## src/rtl/fir_pkg.sv

```systemverilog
// rtl/fir_pkg.sv - shared constants and state type for the FIR coefficient scheduler
package fir_pkg;
    localparam int NB       = 10;
    localparam int NTAP     = 10;
    localparam int MAX_OUT  = 15;
    localparam int HOLD_CYC = 2;
    localparam int CW       = 4;
    localparam int AW       = 4;
    localparam int HW       = 2;

    typedef enum logic [1:0] {
        RUN   = 2'd0,
        DRAIN = 2'd1,
        SWAP  = 2'd2,
        HOLD  = 2'd3
    } sched_state_t;
endpackage

```

## src/rtl/fir_coef_sched_if.sv

```systemverilog
// rtl/fir_coef_sched_if.sv - config, source stream, FIR stream and active bank signals
interface fir_coef_sched_if;
    import fir_pkg::*;

    logic                 cfg_we;
    logic [AW-1:0]        cfg_addr;
    logic [NB-1:0]        cfg_data;
    logic                 cfg_commit;
    logic                 cfg_busy;
    logic                 cfg_err;
    logic [NB-1:0]        s_din;
    logic                 s_vin;
    logic                 s_rdy;
    logic [NB-1:0]        f_din;
    logic                 f_vin;
    logic                 f_vout;
    logic [NTAP*NB-1:0]   b_all;

    modport master (
        output cfg_we, cfg_addr, cfg_data, cfg_commit, s_din, s_vin, f_vout,
        input  cfg_busy, cfg_err, s_rdy, f_din, f_vin, b_all
    );

    modport slave (
        input  cfg_we, cfg_addr, cfg_data, cfg_commit, s_din, s_vin, f_vout,
        output cfg_busy, cfg_err, s_rdy, f_din, f_vin, b_all
    );
endinterface

```

## src/rtl/fir_coef_bank.sv

```systemverilog
// rtl/fir_coef_bank.sv - shadow and active coefficient banks with atomic swap
module fir_coef_bank
    import fir_pkg::*;
(
    input  logic               clk,
    input  logic               rst,
    input  logic               wr_en,
    input  logic [AW-1:0]      wr_addr,
    input  logic [NB-1:0]      wr_data,
    input  logic               swap,
    output logic [NTAP*NB-1:0] b_all
);
    logic [NB-1:0] shadow [NTAP];
    logic [NB-1:0] active [NTAP];

    // Shadow bank: single write port, address already range-checked by the caller
    always_ff @(posedge clk) begin
        if (rst) begin
            for (int i = 0; i < NTAP; i++) shadow[i] <= '0;
        end else begin
            for (int i = 0; i < NTAP; i++) begin
                if (wr_en && (wr_addr == AW'(i))) shadow[i] <= wr_data;
            end
        end
    end

    // Active bank: every tap copied from shadow on the same edge
    always_ff @(posedge clk) begin
        if (rst) begin
            for (int i = 0; i < NTAP; i++) active[i] <= '0;
        end else if (swap) begin
            for (int i = 0; i < NTAP; i++) active[i] <= shadow[i];
        end
    end

    // Flatten the active bank so tap i sits at b_all[i*NB +: NB]
    always_comb begin
        b_all = '0;
        for (int i = 0; i < NTAP; i++) b_all[i*NB +: NB] = active[i];
    end
endmodule

```

## src/rtl/fir_coef_sched.sv

```systemverilog
// rtl/fir_coef_sched.sv - coefficient commit scheduler and sample forwarder in front of the FIR
module fir_coef_sched
    import fir_pkg::*;
(
    input  logic             clk,
    input  logic             rst,
    fir_coef_sched_if.slave  bus
);
    sched_state_t  state, state_nx;
    logic [CW-1:0] cnt;
    logic [HW-1:0] hold_cnt;
    logic [NB-1:0] f_din_q;
    logic          f_vin_q;
    logic          err_q;
    logic          accept;
    logic          addr_ok;
    logic          wr_ok;
    logic          swap;
    logic          err_nx;

    assign bus.s_rdy    = (state == RUN) && (cnt < CW'(MAX_OUT)) && !rst;
    assign accept       = bus.s_vin && bus.s_rdy;
    assign addr_ok      = bus.cfg_addr < AW'(NTAP);
    assign wr_ok        = bus.cfg_we && addr_ok && (state != SWAP);
    assign err_nx       = (bus.cfg_we && !wr_ok)
                        || (bus.cfg_commit && (state != RUN))
                        || (bus.f_vout && (cnt == '0));
    assign bus.cfg_busy = (state != RUN);
    assign bus.cfg_err  = err_q;
    assign bus.f_din    = f_din_q;
    assign bus.f_vin    = f_vin_q;

    // State register
    always_ff @(posedge clk) begin
        if (rst) state <= RUN;
        else     state <= state_nx;
    end

    // Next state: drain waits for both the counter and the output register to be empty
    always_comb begin
        state_nx = state;
        swap     = 1'b0;
        case (state)
            RUN:     if (bus.cfg_commit) state_nx = DRAIN;
            DRAIN:   if ((cnt == '0) && !f_vin_q) state_nx = SWAP;
            SWAP: begin
                swap     = 1'b1;
                state_nx = HOLD;
            end
            HOLD:    if (hold_cnt == HW'(HOLD_CYC - 1)) state_nx = RUN;
            default: state_nx = RUN;
        endcase
    end

    // Idle cycles spent in HOLD, restarted whenever HOLD is not active
    always_ff @(posedge clk) begin
        if (rst || (state != HOLD)) hold_cnt <= '0;
        else                        hold_cnt <= hold_cnt + HW'(1);
    end

    // In-flight samples: accepted minus returned, saturating at zero on a spurious return
    always_ff @(posedge clk) begin
        if (rst) begin
            cnt <= '0;
        end else if (accept && !bus.f_vout) begin
            cnt <= cnt + CW'(1);
        end else if (!accept && bus.f_vout && (cnt != '0)) begin
            cnt <= cnt - CW'(1);
        end
    end

    // One-cycle forwarding register towards the FIR
    always_ff @(posedge clk) begin
        if (rst) begin
            f_vin_q <= 1'b0;
            f_din_q <= '0;
        end else begin
            f_vin_q <= accept;
            if (accept) f_din_q <= bus.s_din;
        end
    end

    // Protocol error pulse
    always_ff @(posedge clk) begin
        if (rst) err_q <= 1'b0;
        else     err_q <= err_nx;
    end

    fir_coef_bank u_bank (
        .clk     (clk),
        .rst     (rst),
        .wr_en   (wr_ok),
        .wr_addr (bus.cfg_addr),
        .wr_data (bus.cfg_data),
        .swap    (swap),
        .b_all   (bus.b_all)
    );
endmodule

```

## src/flat_wrapper.sv

```systemverilog
// flat-port wrapper written by rule: the top's interface ports become plain ports
module fir_coef_sched_flat import fir_pkg::*;
  (clk, rst, bus_cfg_we, bus_cfg_addr, bus_cfg_data, bus_cfg_commit, bus_s_din, bus_s_vin, bus_f_vout, bus_cfg_busy, bus_cfg_err, bus_s_rdy, bus_f_din, bus_f_vin, bus_b_all);
  fir_coef_sched_if bus_i ();
  input  logic clk;
  input  logic rst;
  input wire logic [$bits(bus_i.cfg_we)-1:0] bus_cfg_we;
  input wire logic [$bits(bus_i.cfg_addr)-1:0] bus_cfg_addr;
  input wire logic [$bits(bus_i.cfg_data)-1:0] bus_cfg_data;
  input wire logic [$bits(bus_i.cfg_commit)-1:0] bus_cfg_commit;
  input wire logic [$bits(bus_i.s_din)-1:0] bus_s_din;
  input wire logic [$bits(bus_i.s_vin)-1:0] bus_s_vin;
  input wire logic [$bits(bus_i.f_vout)-1:0] bus_f_vout;
  output wire logic [$bits(bus_i.cfg_busy)-1:0] bus_cfg_busy;
  output wire logic [$bits(bus_i.cfg_err)-1:0] bus_cfg_err;
  output wire logic [$bits(bus_i.s_rdy)-1:0] bus_s_rdy;
  output wire logic [$bits(bus_i.f_din)-1:0] bus_f_din;
  output wire logic [$bits(bus_i.f_vin)-1:0] bus_f_vin;
  output wire logic [$bits(bus_i.b_all)-1:0] bus_b_all;
  assign bus_i.cfg_we = bus_cfg_we;
  assign bus_i.cfg_addr = bus_cfg_addr;
  assign bus_i.cfg_data = bus_cfg_data;
  assign bus_i.cfg_commit = bus_cfg_commit;
  assign bus_i.s_din = bus_s_din;
  assign bus_i.s_vin = bus_s_vin;
  assign bus_i.f_vout = bus_f_vout;
  assign bus_cfg_busy = bus_i.cfg_busy;
  assign bus_cfg_err = bus_i.cfg_err;
  assign bus_s_rdy = bus_i.s_rdy;
  assign bus_f_din = bus_i.f_din;
  assign bus_f_vin = bus_i.f_vin;
  assign bus_b_all = bus_i.b_all;
  fir_coef_sched u_core (.clk(clk), .rst(rst), .bus(bus_i));
endmodule
```

## config.mk

```make
export PLATFORM = sky130hd
export DESIGN_NAME = fir_coef_sched_flat
export DESIGN_NICKNAME = d
export VERILOG_FILES = /design/src/rtl/fir_pkg.sv /design/src/rtl/fir_coef_sched_if.sv /design/src/rtl/fir_coef_bank.sv /design/src/rtl/fir_coef_sched.sv /design/src/flat_wrapper.sv
export SDC_FILE = /design/constraint.sdc
export NUM_CORES = 1
export LEC_CHECK = 0
export ABC_CLOCK_PERIOD_IN_PS = 6600
export CAP_MARGIN = 10
export CELL_PAD_IN_SITES_DETAIL_PLACEMENT = 1
export CELL_PAD_IN_SITES_GLOBAL_PLACEMENT = 1
export CORE_ASPECT_RATIO = 0.5
export CORE_MARGIN = 2
export CORE_UTILIZATION = 30
export CTS_BUF_LIST = sky130_fd_sc_hd__clkbuf_8
export CTS_CLUSTER_SIZE = 28
export DETAILED_ROUTE_END_ITERATION = 7
export PLACE_DENSITY = 0.61
export SYNTH_ARGS = -nofsm -noshare
export SYNTH_HDL_FRONTEND = slang
export SYNTH_SLANG_ARGS = --single-unit
```

## constraint.sdc

```tcl
create_clock -name clk -period 6.6 [get_ports clk]
set_clock_uncertainty 0.1 [all_clocks]
set_input_delay 1.32 -clock clk [delete_from_list [all_inputs] [get_ports clk]]
set_output_delay 1.32 -clock clk [all_outputs]
set_load 0.03 [all_outputs]
```

# Word-level counts from Yosys, hierarchy flattened
# Memories as Yosys holds them, arrays and structs flattened.
# Cells that the tools add are included.
[totals]
reg_bits = 20
ramBits = 200
in_bits = 30
out_inout_bits = 114
word_cells = 150
memories = 2
[mem_list]
columns = ["name", "depth", "width", "rd", "rd_clocked_by_memory_dff", "write_ports", "line", "rtl"]
rows = [
  ["u_core.u_bank.active", 10, 10, 10, 0, 10, "fir_coef_bank.sv:14", "logic [NB-1:0] active [NTAP];"],
  ["u_core.u_bank.shadow", 10, 10, 10, 0, 10, "fir_coef_bank.sv:13", "logic [NB-1:0] shadow [NTAP];"],
]
[classes]
add_sub_neg = 3
magnitude_cmp = 2
eq_ne = 18
mux = 62
bitwise_logic = 20
n_reduce_logical = 37
[ops]
columns = ["op", "n"]
rows = [
  ["two-way mux 10 bit", 20],
  ["two-way mux 1 bit", 36],
  ["logical AND 1 bit", 22],
  ["bitwise OR 1 bit", 20],
  ["equality test 4 x 3 -> 1 bit (second input constant)", 4],
  ["equality test 4 x 2 -> 1 bit (second input constant)", 2],
  ["equality test 4 bit (second input constant)", 2],
  ["logical NOT 4 bit", 2],
  ["< comparator 4 bit (second input constant)", 2],
  ["two-way mux 4 bit", 2],
  ["case mux 2 bit (4 select lines)", 1],
  ["two-way mux 2 bit", 3],
  ["inequality test 2 bit (second input constant)", 3],
  ["logical NOT 1 bit", 5],
  ["adder 4 x 1 -> 4 bit (second input constant)", 1],
  ["equality test 2 x 1 -> 1 bit (second input constant)", 2],
  ["equality test 2 bit (second input constant)", 2],
  ["equality test 4 x 1 -> 1 bit (second input constant)", 1],
  ["inequality test 2 x 1 -> 1 bit (second input constant)", 2],
  ["nonzero test 2 bit", 2],
  ["nonzero test 4 bit", 1],
  ["subtractor 4 x 1 -> 4 bit (second input constant)", 1],
  ["logical OR 1 bit", 3],
  ["AND reduction 3 bit", 1],
  ["2 further kinds", 2],
]

# Longest topological paths before layout
[depth]
word_depth = 9
depth_mapped = 9
ltp_nobuf = 9

# Modules after synthesis
# A second synthesis with hierarchy kept.
[hier_totals]
hier_cells = 568
hier_area_um2 = 8460.6
[modules_own_cells]
columns = ["module", "instances", "cells_each", "area_each_um2", "seq_area_each_um2"]
rows = [
  ["fir_coef_bank", 1, 464, 7423.4, 6005.8],
  ["fir_coef_sched", 1, 104, 1037.2, 400.4],
]

# Least setup slack after synthesis
# Ideal clock, no wire load.
[synth_timing]
path_type = "input-to-reg"
startpoint = "input port rst"
endpoint = "memory u_core.u_bank.active[0][0] (enable)"
setup_time_ps = 416
arrival_ps = 2876
required_ps = 6084
path_slack_ps = 3208
path_stages = 2
n_path_buf = 1
cell_sequence = "clkbuf_1 > or2_2"
[synth_lines]
columns = ["element", "line", "rtl"]
rows = [
  ["start: declaration", "flat_wrapper.sv:6", "input logic rst;"],
  ["end: declaration", "fir_coef_bank.sv:14", ""],
]

# Final worst setup path
[layout_timing]
startpoint = "input port rst"
endpoint = "output port bus_s_rdy"
[layout_between]
elab_chain_len = 2
[layout_rtl]
columns = ["element", "line", "rtl"]
rows = [
  ["logical NOT 1 bit", "fir_coef_sched.sv:21", "assign bus.s_rdy = (state == RUN) && (cnt < CW'(MAX_OUT)) && !rst;"],
  ["logical AND 1 bit", "fir_coef_sched.sv:21", ""],
  ["end: declaration", "flat_wrapper.sv:16", "output wire logic [$bits(bus_i.s_rdy)-1:0] bus_s_rdy;"],
]
# No other way between the ends.

==> results.md <==
- All-Layer GR Usage: 0.136
- RSZ-0062 raised after global routing: no
- Worst-path clk slew: 60 ps
- Crit path cell chain: clkdlybuf4s50_1 -> buf_4 -> nor2b_1 -> and2_1 -> clkdlybuf4s50_1
- Maximum clock rate: 223 MHz
- Synthesis Warnings: 0
- Layout cells sized above 1: 0.0905
- CP arrival: 3060 ps
- Worst hold path class: reg2reg
- Non-Filler Instances: 1133
- Top FF cell, synth: edfxtp_1
- Pin count of the biggest net entering global routing: 74
- Final Hold Viols: 0
- Die Y: 123 um
- Critical Path Max Stage Delay: 670 ps
- Gr ovfl total: 0
- Final WL: 20300 um
- Worst path bufs/invs: 3
- Commonest cells after routing, fill and taps aside: and2_1 (201), edfxtp_1 (200), clkdlybuf4s50_1 (143)
- EDFF count, synth: 200
- Yosys cell types: 39
- Initial antenna violation count: 0
- Placed wire-length estimate: 13100 um
- Slew Limit Fails: 0
- Worst vdd ir: 0.000174 V
- Minimum clock period: 4480 ps
- Placed cells: 1073
- Worst setup path category: in2out
- Slowest stage cell, crit path: clkdlybuf4s50_1
- Port bufs: 143
- Cts bufs inserted: 35
- DIE WIDTH: 242 um
- First-pass GRT wire length: 30300 um
- Status: complete, no violations
- Skew-Pair Late Insertion Delay: 520 ps
- Worst slew pin tran: 861 ps
- Leakage power: 4.11 nW
- Filler cell count: 2889
- Worst path required time: 5180 ps
- Ys async rst share: 0
- Most common cell after layout, fill and taps aside: and2_1
- Area post-placement: 0.0104 sq mm
- Syn Inst Count: 551
- CP startpoint kind: primary input
- Initial core utilization: 0.306
- Final instance area: 0.0111 sq mm
- Antenna-violating nets left: 0
- Met1 global-route usage: 0.164
- Final Wtd Congestion: 0.706
- Root buf cell: clkbuf_8
- Total number of vias: 4823
- Antenna Cells: 0
- Num rows: 43
- Total power draw: 0.00377 W
- Total die area: 0.0298 sq mm
- Io pins: 144
- Routed WL per cell: 17.9 um
- Net Count, Synth: 590
- Hold_buf cts: 0
- Max FO, Critical Path: 25
- CTS max path bufs: 3
- Core Box Area: 0.0278 sq mm
- Crit share post-route: 0.679
- M3 GR Usage: 0.0315
- Sinks on the clock net: 220
- Vias in the first global route: 5171
- CP most frequent cell: clkdlybuf4s50_1
- Vias per cell: 4.26
- Nets: 767
- Maximum capacitance violations: 0
- Pwr dens: 340 mW/mm^2
- H-tree depth: 2
- Grt met2 use: 0.249
- Crit end category: output port
- CTS tree: done
- Busiest grt layer: met2
- Setup TNS: 0 ps
- Cell area after synthesis: 0.00850 sq mm
- Post-synthesis register bit count: 220
- Post-CTS Setup Bufs: 0
- Syn Area/Cell: 15.4 sq um
- Setup violations, final: 0
- Area grow syn2layout: 30.6%
- PostCTS Resize Cnt: 0
- Initial DRT Pass Iterations: 4
- Rel. slew slack: 0.426
- # DRC: 0
- Initial drt markers: 262
- Gate family responsible for the most delay along the worst path: buffers and inverters
- Sequential area share after synthesis: 0.754
[power breakdown]
| part | internal [W] | switching (W) |
|---|---|---|
| combinational | 0.000327 | 0.000535 |
| clock | 0.000586 | 0.000531 |
| sequential | 0.00172 | 0.0000733 |
| total | 0.00263 | 0.00114 |
[synth_stat cells (4+ instances only)]
| cell type | count | share of area |
|---|---|---|
| and2_1 | 201 | 0.15 |
| edfxtp_1 | 200 | 0.71 |
| dfxtp_1 | 20 | 0.047 |
| nor2_1 | 19 | 0.0084 |
| clkbuf_1 | 14 | 0.0062 |
| mux2i_1 | 13 | 0.015 |
| o21ai_0 | 12 | 0.0071 |
| nand2_1 | 9 | 0.0040 |
| ha_1 | 8 | 0.012 |
| inv_1 | 8 | 0.0035 |
| nor2b_1 | 5 | 0.0037 |
| nand2b_1 | 4 | 0.0029 |
| nor2_2 | 4 | 0.0029 |
[registers in the layout, summed over array words and instances, names as in the netlist]
| signal | flops |
|---|---|
| u_core.state | 2 |
| u_core.u_bank.active | 100 |
| u_core.u_bank.shadow | 100 |
| u_core.hold_cnt | 2 |
| u_core.bus.f_vin | 1 |
| u_core.cnt | 4 |
| u_core.bus.cfg_err | 1 |
| u_core.bus.f_din | 10 |
[path summary, 6_finish.rpt]
check | from | endpoint | slack [ps] | cells past startpoint
max reg2reg | u_core.state[0] | u_core.cnt[3] | 3840 | 9
max | rst | bus_s_rdy | 2120 | 5
min reg2reg | u_core.hold_cnt[0] | u_core.hold_cnt[0] | 320 | 1
min | u_core.hold_cnt[0] | u_core.hold_cnt[0] | 320 | 1
[through the flow]
stage           util  setup WS (ps)  hold slack, ps
2_1_floorplan      -           3210             297
3_3_place_gp   0.376           2150             306
3_5_place_dp   0.376           2130             315
4_1_cts        0.400           2120             323
5_1_grt        0.400           2020             354
6_report       0.400           2120             325
[worst register-to-register path, cell delays in order (launching register included)]
cell and delay, ps:
dfxtp_1 360, inv_1 120, ha_1 200, nor2b_1 260, nand4_1 280, ha_1 360
a21o_1 200, a2111oi_0 540, mux2i_1 150, o311ai_1 90
[logic make-up after synthesis]
| family | count (synthesis) | share of synthesized area |
|---|---|---|
| xor+xnor | 2 | 0.00206 |
| mux | 14 | 0.0166 |
| buf+inv | 25 | 0.0121 |
| simple gates | 255 | 0.181 |
| flops | 220 | 0.754 |
| fa+ha+maj | 9 | 0.0141 |
| compound gates | 26 | 0.0203 |
[per-layer routing]
| metal | part of all wire | wire length, um | up-vias |
|---|---|---|---|
| li1 | - | - | 2294 |
| met1 | 0.43 | 8730 | 2412 |
| met2 | 0.51 | 10400 | 83 |
| met3 | 0.041 | 827 | 34 |
| met4 | 0.016 | 327 | 0 |
| met5 | 0 | 0 | - |
[area by class of cell]
cell class                 count  area [sq um]  area share
multi-input combinational    306          2000       0.180
clock inverter                24           155      0.0140
sequential                   220          6410       0.577
clock buffer                  36           495      0.0447
tap                          382           478      0.0431
timing repair buffer         156          1530       0.138
inverter                       9          33.8     0.00304
Note: power is estimated with default switching activity, not from simulation.
